--- src/rtl/ram_arb_pkg.sv ---
// Shared types and constants for the dual-port RAM arbiter.
package ram_arb_pkg;

  localparam int DEF_DW = 8;
  localparam int DEF_AW = 6;

  localparam logic [7:0] CNT_MAX = 8'hFF;

  typedef logic [2:0] req_id_t;

  // One outstanding read per RAM port: which requester gets q next cycle.
  typedef struct packed {
    logic    valid;
    req_id_t id;
  } port_tag_t;

endpackage

--- src/rtl/rr_pick2.sv ---
// Combinational round-robin finder: first and second valid requester,
// scanning upward from rr_ptr and wrapping modulo NREQ.
module rr_pick2
  import ram_arb_pkg::*;
#(
  parameter int NREQ = 4
) (
  input  logic [NREQ-1:0] valid,
  input  req_id_t         rr_ptr,
  output req_id_t         first_idx,
  output logic            first_found,
  output req_id_t         second_idx,
  output logic            second_found
);

  logic [7:0] valid_ext;
  logic [3:0] sum;
  req_id_t    idx;

  // Walk NREQ positions from rr_ptr; the first two hits are the winners.
  always_comb begin
    valid_ext    = 8'(valid);
    first_idx    = '0;
    first_found  = 1'b0;
    second_idx   = '0;
    second_found = 1'b0;
    sum          = '0;
    idx          = '0;
    for (int k = 0; k < NREQ; k++) begin
      sum = {1'b0, rr_ptr} + 4'(k);
      if (sum >= 4'(NREQ)) sum = sum - 4'(NREQ);
      idx = sum[2:0];
      if (valid_ext[idx]) begin
        if (!first_found) begin
          first_found = 1'b1;
          first_idx   = idx;
        end else if (!second_found) begin
          second_found = 1'b1;
          second_idx   = idx;
        end
      end
    end
  end

endmodule

--- src/rtl/ram_dp_arbiter.sv ---
// Shares both ports of a registered-read dual-port RAM among NREQ requesters.
// Port A takes the first round-robin winner, port B the second; a same-address
// pair involving a write leaves port B idle and is counted.
//
// Handshake: a requester holds req_valid and its fields stable until
// req_ready; the transfer happens in the cycle where req_valid && req_ready.
module ram_dp_arbiter
  import ram_arb_pkg::*;
#(
  parameter int NREQ = 4,
  parameter int DW   = DEF_DW,
  parameter int AW   = DEF_AW
) (
  input  logic             clk,
  input  logic             rst_n,
  input  logic [NREQ-1:0]    req_valid,
  input  logic [NREQ-1:0]    req_we,
  input  logic [NREQ*AW-1:0] req_addr,
  input  logic [NREQ*DW-1:0] req_wdata,
  output logic [NREQ-1:0]    req_ready,
  output logic [NREQ-1:0]    rsp_valid,
  output logic [NREQ*DW-1:0] rsp_rdata,
  output logic [7:0]         conflict_cnt,
  output logic [AW-1:0]      addr_a,
  output logic [DW-1:0]      data_a,
  output logic               we_a,
  output logic [AW-1:0]      addr_b,
  output logic [DW-1:0]      data_b,
  output logic               we_b,
  input  logic [DW-1:0]      q_a,
  input  logic [DW-1:0]      q_b
);

  req_id_t   rr_ptr;
  port_tag_t tag_a, tag_b;

  req_id_t first_idx, second_idx;
  logic    first_found, second_found;

  logic [AW-1:0] addr_arr [8];
  logic [DW-1:0] wdata_arr [8];
  logic [7:0]    we_arr;

  logic    hazard, grant_a, grant_b;
  req_id_t last_idx;

  rr_pick2 #(.NREQ(NREQ)) u_pick (
    .valid        (req_valid),
    .rr_ptr       (rr_ptr),
    .first_idx    (first_idx),
    .first_found  (first_found),
    .second_idx   (second_idx),
    .second_found (second_found)
  );

  // Unpack requester fields into id-indexed arrays (unused slots read as 0).
  always_comb begin
    we_arr = '0;
    for (int i = 0; i < 8; i++) begin
      addr_arr[i]  = '0;
      wdata_arr[i] = '0;
    end
    for (int i = 0; i < NREQ; i++) begin
      addr_arr[i]  = req_addr[i*AW +: AW];
      wdata_arr[i] = req_wdata[i*DW +: DW];
      we_arr[i]    = req_we[i];
    end
  end

  // Grants, hazard blocking and RAM port drive; nothing is granted in reset.
  always_comb begin
    hazard  = first_found && second_found &&
              (addr_arr[first_idx] == addr_arr[second_idx]) &&
              (we_arr[first_idx] || we_arr[second_idx]);
    grant_a = rst_n && first_found;
    grant_b = rst_n && second_found && !hazard;
    for (int i = 0; i < NREQ; i++) begin
      req_ready[i] = (grant_a && (first_idx == 3'(i))) ||
                     (grant_b && (second_idx == 3'(i)));
    end
    addr_a   = grant_a ? addr_arr[first_idx]   : '0;
    data_a   = grant_a ? wdata_arr[first_idx]  : '0;
    we_a     = grant_a && we_arr[first_idx];
    addr_b   = grant_b ? addr_arr[second_idx]  : '0;
    data_b   = grant_b ? wdata_arr[second_idx] : '0;
    we_b     = grant_b && we_arr[second_idx];
    last_idx = grant_b ? second_idx : first_idx;
  end

  // Pointer, read tags and hazard counter.
  always_ff @(posedge clk) begin
    if (!rst_n) begin
      rr_ptr       <= '0;
      tag_a        <= '0;
      tag_b        <= '0;
      conflict_cnt <= '0;
    end else begin
      if (grant_a) begin
        rr_ptr <= (last_idx == req_id_t'(NREQ - 1)) ? '0 : last_idx + 3'd1;
      end
      tag_a.valid <= grant_a && !we_arr[first_idx];
      tag_a.id    <= first_idx;
      tag_b.valid <= grant_b && !we_arr[second_idx];
      tag_b.id    <= second_idx;
      if (rst_n && hazard && (conflict_cnt != CNT_MAX)) begin
        conflict_cnt <= conflict_cnt + 8'd1;
      end
    end
  end

  // Route q back to the reader. Gating with rst_n suppresses the response of
  // a read granted just before reset is asserted.
  always_comb begin
    rsp_valid = '0;
    rsp_rdata = '0;
    for (int i = 0; i < NREQ; i++) begin
      if (rst_n && tag_a.valid && (tag_a.id == 3'(i))) begin
        rsp_valid[i]             = 1'b1;
        rsp_rdata[i*DW +: DW]    = q_a;
      end else if (rst_n && tag_b.valid && (tag_b.id == 3'(i))) begin
        rsp_valid[i]             = 1'b1;
        rsp_rdata[i*DW +: DW]    = q_b;
      end
    end
  end

endmodule

--- config.mk ---
export PLATFORM = sky130hd
export DESIGN_NAME = ram_dp_arbiter
export DESIGN_NICKNAME = d
export VERILOG_FILES = /design/src/rtl/ram_arb_pkg.sv /design/src/rtl/rr_pick2.sv /design/src/rtl/ram_dp_arbiter.sv
export SDC_FILE = /design/constraint.sdc
export NUM_CORES = 1
export LEC_CHECK = 0
export CAP_MARGIN = 20
export CORE_MARGIN = 10
export CORE_UTILIZATION = 43
export CTS_BUF_LIST = sky130_fd_sc_hd__clkbuf_4 sky130_fd_sc_hd__clkbuf_8 sky130_fd_sc_hd__clkbuf_16
export CTS_CLUSTER_SIZE = 20
export DETAILED_ROUTE_END_ITERATION = 6
export GPL_ROUTABILITY_DRIVEN = 1
export PLACE_DENSITY_LB_ADDON = 0.3
export SLEW_MARGIN = 5
export SYNTH_ARGS = -nofsm -noshare
export SYNTH_HDL_FRONTEND = slang
export SYNTH_SLANG_ARGS = --single-unit
--- constraint.sdc ---
create_clock -name clk -period 12 [get_ports clk]
set_clock_uncertainty 0.05 [all_clocks]
set_input_delay 2.4 -clock clk [delete_from_list [all_inputs] [get_ports clk]]
set_output_delay 2.4 -clock clk [all_outputs]
set_load 0.05 [all_outputs]
## Word level (Yosys, flattened, before mapping)

Cells that the tools add are included.

| cells by class | value |
|---|---|
| $lt $le $gt $ge | 12 |
| muxes and demuxes | 75 |
| $add $sub $neg | 9 |
| bitwise operators | 2 |
| equality and inequality tests | 15 |
| reduce and logical (&&, ||, !) cells | 42 |

Operator list:

| cell | number |
|---|---|
| two-way mux 8 bit | 14 |
| two-way mux 3 bit | 21 |
| binary-select mux 8 bit (select 3 bit) | 2 |
| binary-select mux 6 bit (select 3 bit) | 2 |
| two-way mux 6 bit | 6 |
| logical AND 1 bit | 30 |
| == test 3 x 2 -> 1 bit, second input constant | 9 |
| less-than comparator 3 x 4 -> 1 bit, second input constant | 6 |
| two-way mux 1 bit | 24 |
| binary-select mux 1 bit (select 3 bit) | 6 |
| == test 3 x 1 -> 1 bit, second input constant | 4 |
| >= comparator 4 x 3 -> 1 bit, second input constant | 3 |
| logical NOT 3 bit | 4 |
| subtractor 3 bit, second input constant | 4 |
| adder 3 x 2 -> 4 bit, second input constant | 2 |
| adder 8 x 1 -> 8 bit, second input constant | 1 |
| >= comparator 4 bit, second input constant | 2 |
| != test 8 bit, second input constant | 1 |
| inverter 3 -> 4 bit | 2 |
| == test 6 bit | 1 |
| logical OR 1 bit | 5 |
| adder 3 x 1 -> 4 bit, second input constant | 1 |
| adder 3 x 1 -> 3 bit, second input constant | 1 |
| >= comparator 3 bit, second input constant | 1 |
| logical NOT 1 bit | 3 |

| word-level totals | value |
|---|---|
| input bits | 82 |
| register bits after elaboration | 19 |
| logic and storage cells | 161 |
| output and inout port bits | 78 |

## Longest topological paths before layout

| depth | value |
|---|---|
| word-level depth | 25 |
| mapped depth | 22 |
| mapped depth without buffers | 17 |

## Cells and area by module

A second synthesis with hierarchy kept.

| second synthesis, totals | value |
|---|---|
| cells, all modules | 323 |
| area, all modules | 2,905.3 um^2 |

Modules (own cells, without submodules):

| module | cells an instance | times used | area an instance (um^2) |
|---|---|---|---|
| ram_dp_arbiter | 267 | 1 | 2,468.6 |
| rr_pick2 | 56 | 1 | 436.7 |

## Least setup slack after synthesis

No wires, ideal clock.

| timing path | value |
|---|---|
| path type | input -> output |
| from | input port req_valid[3] |
| to | output port data_b[0] |
| arrival time | 6.264 ns |
| path buffers | 3 |
| slack | 3.286 ns |
| data required time | 9.550 ns |
| cell stages on the path | 14 |
| cells stage by stage | mux4_2 > buf_6 > ha_1 > mux2i_1 > o22ai_1 > a221oi_1 > nor2b_1 > buf_6 > mux4_2 > xor2_1 > nor3_4 > a21o_1 > clkbuf_1 > a311oi_1 |

| between the ends | value |
|---|---|
| word-level cells in the longest chain between the ends | 21 |
| elaborated cells between the ends (all ways) | 57 |

RTL lines:

| element | line | text |
|---|---|---|
| start, declared | ram_dp_arbiter.sv:16 | `input logic [NREQ-1:0] req_valid,` |
| binary-select mux 1 bit (select 3 bit) | rr_pick2.sv:33 | `if (valid_ext[idx]) begin` |
| two-way mux 1 bit (not written as such) | rr_pick2.sv:33 |  |
| two-way mux 1 bit | rr_pick2.sv:33 |  |
| two-way mux 3 bit / two-way mux 1 bit (equally long branches) | rr_pick2.sv:34 | `if (!first_found) begin` |
| two-way mux 3 bit / two-way mux 1 bit (equally long branches) | rr_pick2.sv:33 |  |
| two-way mux 3 bit | rr_pick2.sv:37 | `end else if (!second_found) begin` |
| two-way mux 3 bit | rr_pick2.sv:34 |  |
| two-way mux 3 bit | rr_pick2.sv:33 |  |
| [... 4 more ...] | -- |  |
| binary-select mux 6 bit (select 3 bit) | ram_dp_arbiter.sv:73 | `(addr_arr[first_idx] == addr_arr[second_idx]) &&` |
| two-way mux 6 bit (not written as such) (2 in a row) | ram_dp_arbiter.sv:73 |  |
| == test 6 bit | ram_dp_arbiter.sv:73 |  |
| logical AND 1 bit | ram_dp_arbiter.sv:72 | `hazard = first_found && second_found &&` |
| logical AND 1 bit | ram_dp_arbiter.sv:73 |  |
| logical NOT 1 bit | ram_dp_arbiter.sv:76 | `grant_b = rst_n && second_found && !hazard;` |
| logical AND 1 bit | ram_dp_arbiter.sv:76 |  |
| two-way mux 8 bit (*) | ram_dp_arbiter.sv:85 | `data_b = grant_b ? wdata_arr[second_idx] : '0;` |
| end, declared | ram_dp_arbiter.sv:28 | `output logic [DW-1:0] data_b,` |

Mark *: on every way between the ends. The rest lies on a longest branch, timed or not. The select of a mux whose other input is x is not followed.

## Worst setup path in the final report

| timing path | value |
|---|---|
| from | input port req_valid[3] |
| to | output port req_ready[1] |

| between the ends | value |
|---|---|
| word-level cells in the longest chain between the ends | 22 |
| elaborated cells between the ends (all ways) | 59 |

RTL lines:

| element | line | text |
|---|---|---|
| binary-select mux 1 bit (select 3 bit) | rr_pick2.sv:33 |  |
| two-way mux 1 bit (not written as such) | rr_pick2.sv:33 |  |
| two-way mux 1 bit | rr_pick2.sv:33 |  |
| two-way mux 3 bit / two-way mux 1 bit (equally long branches) | rr_pick2.sv:34 |  |
| two-way mux 3 bit / two-way mux 1 bit (equally long branches) | rr_pick2.sv:33 |  |
| two-way mux 3 bit | rr_pick2.sv:37 |  |
| two-way mux 3 bit | rr_pick2.sv:34 |  |
| two-way mux 3 bit | rr_pick2.sv:33 |  |
| [... 5 more ...] | -- |  |
| two-way mux 6 bit (not written as such) (2 in a row) | ram_dp_arbiter.sv:73 |  |
| == test 6 bit | ram_dp_arbiter.sv:73 |  |
| logical AND 1 bit | ram_dp_arbiter.sv:72 |  |
| logical AND 1 bit | ram_dp_arbiter.sv:73 |  |
| logical NOT 1 bit | ram_dp_arbiter.sv:76 |  |
| logical AND 1 bit | ram_dp_arbiter.sv:76 |  |
| logical AND 1 bit | ram_dp_arbiter.sv:79 | `(grant_b && (second_idx == 3'(i)));` |
| logical OR 1 bit (*) | ram_dp_arbiter.sv:78 | `req_ready[i] = (grant_a && (first_idx == 3'(i))) \|\|` |
| end, declared | ram_dp_arbiter.sv:20 | `output logic [NREQ-1:0] req_ready,` |

Marked as above.

==> summary.md <==
| Metric | Value |
|---|---|
| Internal | 615.1 uW |
| Antenna Nets Post-Route | 0 |
| Worst-Skew Late Latency | 0.26 ns |
| Mapped Area | 2902 um2 |
| Total clock buffers created by CTS | 3 |
| Overall die area | 10430 um2 |
| Setup WS pre-CTS | 1.918 ns |
| EDFF count, synth | 0 |
| Maximum vdd drop | 251.4 uV |
| Global route total overflow | 0 |
| Critical path type | input pin to primary output |
| First-pass GRT wire length | around 17 mm |
| Area contributors post-synth | dfxtp_1 13%, mux2i_1 12%, mux4_2 10% |
| Post-Route WL | about 11 mm |
| Worst Reg-to-Reg Cells | 18 |
| DR DRC count | 0 |
| CP max-delay cell | clkdlybuf4s50_1 |
| Met1 Use GR | 19.98% |
| Vias in the first global route | 3390 |
| Pleak | ~0.0017 uW |
| PostCTS Resize Cnt | 0 |
| Combinational Power Share | 90.4% |
| Post-DP HPWL | 8.931 mm |
| Total number of vias | 3330 |
| RSZ-0062 raised after global routing | false |
| Seq/Total Area, Yosys | 13.11% |
| Io pins | 160 |
| Worst r2r src | rr_ptr[0]$_SDFFE_PN0P_ |
| Pwr/cell area | 314.5 nW/um2 |
| Max FO, Critical Path | 12 |
| #FFs+latches synth | 19 |
| Clock Sinks | 19 |
| Hold buffers post-CTS | 0 |
| Floorplan row count | 29 |
| Die Width | around 100 um |
| Fill count | 519 |
| WL per Instance | 19.48 um |
| Die Span Y | 102.1 um |
| Dominant cell by count in the synthesized netlist | mux2i_1 |
| Sum of negative setup slack | 0 ns |
| Hold slack | 0.4470 ns |
| Sw frac | 57.21% |
| Synth Flop Type | dfxtp_1 |
| Final period utilization | 84.50% |
| Yosys top cell area share | 13.11% |
| Worst EP required | around 9.6 ns |
| Yosys warnings | 0 |
| Core area | 6459 um2 |
| Nature of the critical path endpoint | primary output |
| Met3 Usage GRT | 7.220% |
| Clk pwr share | 3.1% |
| Cells after Synth | 343 |
| Hold Crit Class | flip-flop to flip-flop |
| Reg2reg end | rr_ptr[1]$_SDFFE_PN0P_ |
| ANT cells | 0 |
| Total GRT Usage | 19.92% |
| FF-to-FF setup slack | 5.81 ns |
| Relative slew slack | 27.30% |
| CTS tree | done |
| Area growth syn-to-layout | 57.52% |
| H-tree level count | 1 |
| Critical path cell sequence | clkdlybuf4s50_1 > mux4_2 > ha_1 > nand3_1 > o21ai_0 > a221oi_1 > nor2b_2 > buf_4 > mux4_2 > xor2_1 > nor3_4 > a21oi_1 > nand2_1 > o22ai_1 > clkdlybuf4s50_1 |
| Cell taking the most area after synthesis | dfxtp_1 |
| Hold wc startpoint | conflict_cnt[7]$_SDFFE_PN0P_ |
| Largest net degree at the start of global routing | 34 |
| FFs w/ async S/R, synth | 0% |
| Worst setup SP type | input pin |
| Max Slew Vio Count | 0 |
| Final min period | 10.14 ns |
| Commonest cells in the netlist | 35 x mux2i_1, 33 x a22o_1, 28 x nand2_1 |
| Final setup viols | 0 |
| Share of cells above drive strength 1 | 9.816% |
| 1st-pass router iterations | 4 |
| Fin worst setup slack | roughly 1.9 ns |
| Clock slew at reported path FFs | 0.07 ns |
| Setup Buffers After CTS | 0 |
| Sw Pwr | 822.3 uW |
| Maximum Capacitance Violations | 0 |
| Iter 0 DRT Violations | 126 |
| Gr busiest metal | met2 |
| Hold endpoint | conflict_cnt[7]$_SDFFE_PN0P_ |
| Hold depth | 2 |
| Status | completed |
| Total power | 1437 uW |
| Clk buf depth | 2 |
| Root Driver | clkbuf_8 |
| Mean number of vias per cell | 5.883 |
| Distinct cell type count after synthesis | a little over 60 |
| Antenna violations before repair | 0 |
| Synthesized area per cell | roughly 8.5 um2 |
| Port Buffers | 159 |
| Met2 Use GR | 37.93% |
| Worst Path Arrival | 7.69 ns |
| Max stage delay on crit path | 0.87 ns |
| Pin slew with the least headroom to its limit | about 1.1 ns |
| Starting density of the core | 44.92% |
| Sequential power share | under 10% |
| Fmax | 0.09862 GHz |
| Hold Fails Final Rpt | 0 |
| Layout net count | 578 |
| Gpl congestion | 0.8820 |
## flip-flops by register name, indices dropped and copies added (netlist names)
register	flops
rr_ptr	3
tag_b	4
conflict_cnt	8
tag_a	4
## kinds of logic (layout without fill, tap and decap cells)
logic type	count (synthesis)	count (layout)	synth area share, %
other	1	2	0.1292
muxes	57	57	25.66
xor gates and xnor gates	7	7	2.113
AOI/OAI and AO/OA	96	96	26.82
buffers and inverters	31	176	5.520
and+or+nand+nor	125	125	23.72
adders and majority gates	7	7	2.932
DFF	19	19	13.11
## how the worst max path moves through the flow
stage	start	endpoint	slack, ns	cells after the start
6_report	req_valid[3]	req_ready[1]	1.86	15
5_1_grt	req_valid[3]	req_ready[1]	1.56	15
4_1_cts	req_valid[3]	req_ready[1]	1.88	15
3_5_place_dp	req_valid[2]	req_ready[1]	1.92	15
3_3_place_gp	req_valid[2]	req_ready[0]	2.00	15
2_1_floorplan	req_valid[3]	data_b[0]	3.29	14
## per-layer routing
layer,vias to the layer above,part of all wire (%)
met5,-,0
met4,0,1.7
met3,15,9.9
met2,124,52
met1,1573,36
li1,1618,-
## worst max-delay path, delay by kind of cell
kind / cells / cell delay (ns)
adders and majority gates: 1 / 0.34
xor gates and xnor gates: 1 / 0.26
and+or+nand+nor: 4 / 0.63
AOI/OAI and AO/OA: 4 / 1.16
buffers and inverters: 3 / 1.70
muxes: 2 / 1.20
## placed cells by master (no fill, tap or decap), types with 4 or more instances in the layout
cell type and instances:
a22o_1 33, nand2b_1 7, and2_1 20, a311oi_1 8, mux4_2 13, buf_4 5, dfxtp_1 19, nor2b_1 12
xnor2_1 5, nand3_1 11, mux2_2 9, o22ai_1 6, ha_1 6, mux2i_1 35, nand2_1 28, o21ai_0 7
clkdlybuf4s50_1 159, inv_1 7, a21oi_1 5, nor2_1 20, or3_1 4, and3_1 4, a211oi_1 8
## metrics by stage
step                      utilization, %  instances  instance area [um2]
after floorplan                        -        344                 2905
after global placement             69.93        561                 4517
after detailed placement           69.93        561                 4517
after CTS                          70.69        565                 4566
after global routing               70.77        566                 4571
final                              70.77        566                 4571
## power by group through the flow
| stage | Combinational [uW] | Clock (uW) | Sequential [uW] |
|---|---|---|---|
| 2_1_floorplan | 990 | 0 | 85.5 |
| 6_report | 1300 | 44.9 | 92.8 |
| 4_1_cts | 1300 | 45.9 | 92.4 |
| 3_5_place_dp | 1300 | 0 | 93.5 |
| 5_1_grt | 1380 | 49.7 | 95.6 |
| 3_3_place_gp | 1280 | 0 | 93.1 |
## area by class of cell
class	count	area, um2	area share, %
multi-input cells	294	2385	52.18
flip-flops and latches	19	380.4	8.322
clock inverters	1	7.507	0.1642
clock buffers	3	41.29	0.9034
repair buffers	165	1634	35.75
well taps	77	96.34	2.108
inverters	7	26.28	0.5749
Note: power is estimated with default switching activity, not from simulation.
==> variant: new RTL, same flow settings <==
Reset style: asynchronous (`rst_n`), changed in one clocked block.
--- a/src/rtl/ram_dp_arbiter.sv
+++ b/src/rtl/ram_dp_arbiter.sv
@@ -90,3 +90,3 @@
   // Pointer, read tags and hazard counter.
-  always_ff @(posedge clk) begin
+  always_ff @(posedge clk or negedge rst_n) begin
     if (!rst_n) begin
Function: differs if rst_n is asserted again (counterexample within 4 cycles, from zero or initial values and one cycle with rst_n low); with rst_n held inactive, the same outputs for 4 cycles.
==> variant against the unedited design <==
- setup slack got worse by 310 ps
- sequential cell count did not move
- final area rose by 3.3%
- count of clock-buffer cells in the layout rose by 1
- worst hold slack improved by 14 ps
- synthesized area rose by 3.8%
- utilization fell by 1.3 points
- sequential share of layout area rose by 1.7 points
- non-clock buffer count rose by 1
- routed wire length rose by 8.2%
- critical path type unchanged
- critical endpoint unchanged
- highest routed layer unchanged
Power is left out: the tool's default activity adds up to more than one toggle a clock period on the data nets, which glitch-free logic cannot reach.
==> variant: results (changes against the unedited design) <==
- Leading cell types by count after synthesis: nand2_1 (54), a22o_1 (32), nor2_1 (26)
- Clk pin slew, worst setup/hold paths: 70 ps (about the same)
- Hold/Removal Path Class: reg2reg
- Clock insertion delay at the later pin of the skew report: 250 ps
- Data arrival time at the worst-slack endpoint: 8000 ps (+310 ps)
- Top fanout value on the critical path: 25 (+13)
- Regs by FF count: conflict_cnt: 8 flops, tag_a: 4 flops, tag_b: 4 flops
- Share of synthesized area occupied by flip-flops and latches: 0.158 (+0.0268)
- Layout filler cell count: 576 (+11%)
- Largest cells by area after synthesis: dfrtp_1 (16%), a22o_1 (9.3%), mux2i_1 (7.6%), nand2_1 (6.7%), a211oi_1 (4.7%)
- Post-CTS Repair Setup Buffers: 0 (unchanged)
- Run status: finished clean
- # placed instances: 629 (+12%)
- Total global routing track utilization: 0.203 (+0.00430)
- Delay of the slowest cell on the worst path: 890 ps (+20 ps)
- Number of unique standard cell types used by synthesis: 68 (+11%)
- Hpwl dp: 9320 microns (+4.3%)
- Max-Slew Margin vs Limit: 0.384 (+0.111)
- Post-synth ARST share: 1.00 (+1.00)
- Via Count: 3764 (+13%)
- Share of layout cells above drive strength 1: 0.0781 (-0.0201)
- Number of global-route vias before repair: 3722 (+9.8%)
- Detailed-route vias per instance: 5.94 (+0.91%)
- Mean Syn Cell Area: 7.70 sq um (-9.0%)
- Number of levels the H-tree was split into: 1 (unchanged)
- Worst slack at placement: 1640 ps (-273 ps)
- Wire length of the first global-routing pass: 18900 microns (+11%)
- Pin count of the biggest net entering global routing: 38 (+12%)
- Wire per inst: 18.8 microns (-3.4%)
- Most frequently used flop master after synthesis: dfrtp_1
==> variant: cell types whose count changed after synthesis, moves of 10 or more <==
cell / unedited run / this run
nand3_1: 11 / 21
and3_1: 4 / 15
dfxtp_1: 19 / 0
dfrtp_1: 0 / 19
and2_1: 20 / 4
mux2i_1: 35 / 23
a211oi_1: 8 / 19
mux4_2: 13 / 3
nand2_1: 28 / 54
==> variant: kinds of logic after synthesis <==
logic type                 after synthesis  synth area share
buffers and inverters                   36            0.0569
AOI/OAI and AO/OA                      122             0.315
other                                    1           0.00125
DFF                                     19             0.158
xor gates and xnor gates                 9            0.0262
and+or+nand+nor                        161             0.272
adders and majority gates                6            0.0249
muxes                                   37             0.145
==> variant: area by class of cell <==
type | count | area [sq um] | share of cell area
clock buffer | 4 | 48.8 | 0.0103
multi-input combinational | 337 | 2390 | 0.506
timing repair buffer | 166 | 1640 | 0.348
tap | 96 | 120 | 0.0254
sequential | 19 | 475 | 0.101
inverter | 12 | 47.5 | 0.0101
==> variant: final timing paths <==
path / startpoint / end / slack [ps] / cells past startpoint
setup / recovery: req_valid[3] / req_ready[1] / 1550 / 14
min in group asynchronous: rst_n / conflict_cnt[4]$_DFFE_PN0P_ / 2440 / 2
hold reg to reg: conflict_cnt[7]$_DFFE_PN0P_ / conflict_cnt[7]$_DFFE_PN0P_ / 460 / 1
max in group asynchronous: rst_n / rr_ptr[1]$_DFFE_PN0P_ / 9230 / 2
hold / removal: conflict_cnt[7]$_DFFE_PN0P_ / conflict_cnt[7]$_DFFE_PN0P_ / 460 / 1
setup reg to reg: rr_ptr[0]$_DFFE_PN0P_ / rr_ptr[0]$_DFFE_PN0P_ / 5390 / 17
==> variant: metal layers <==
metal  wire length, microns  global-route usage
met5                      0                   0
met4                    107              0.0358
met3                   1340              0.0787
met2                   5690               0.350
met1                   4780               0.235
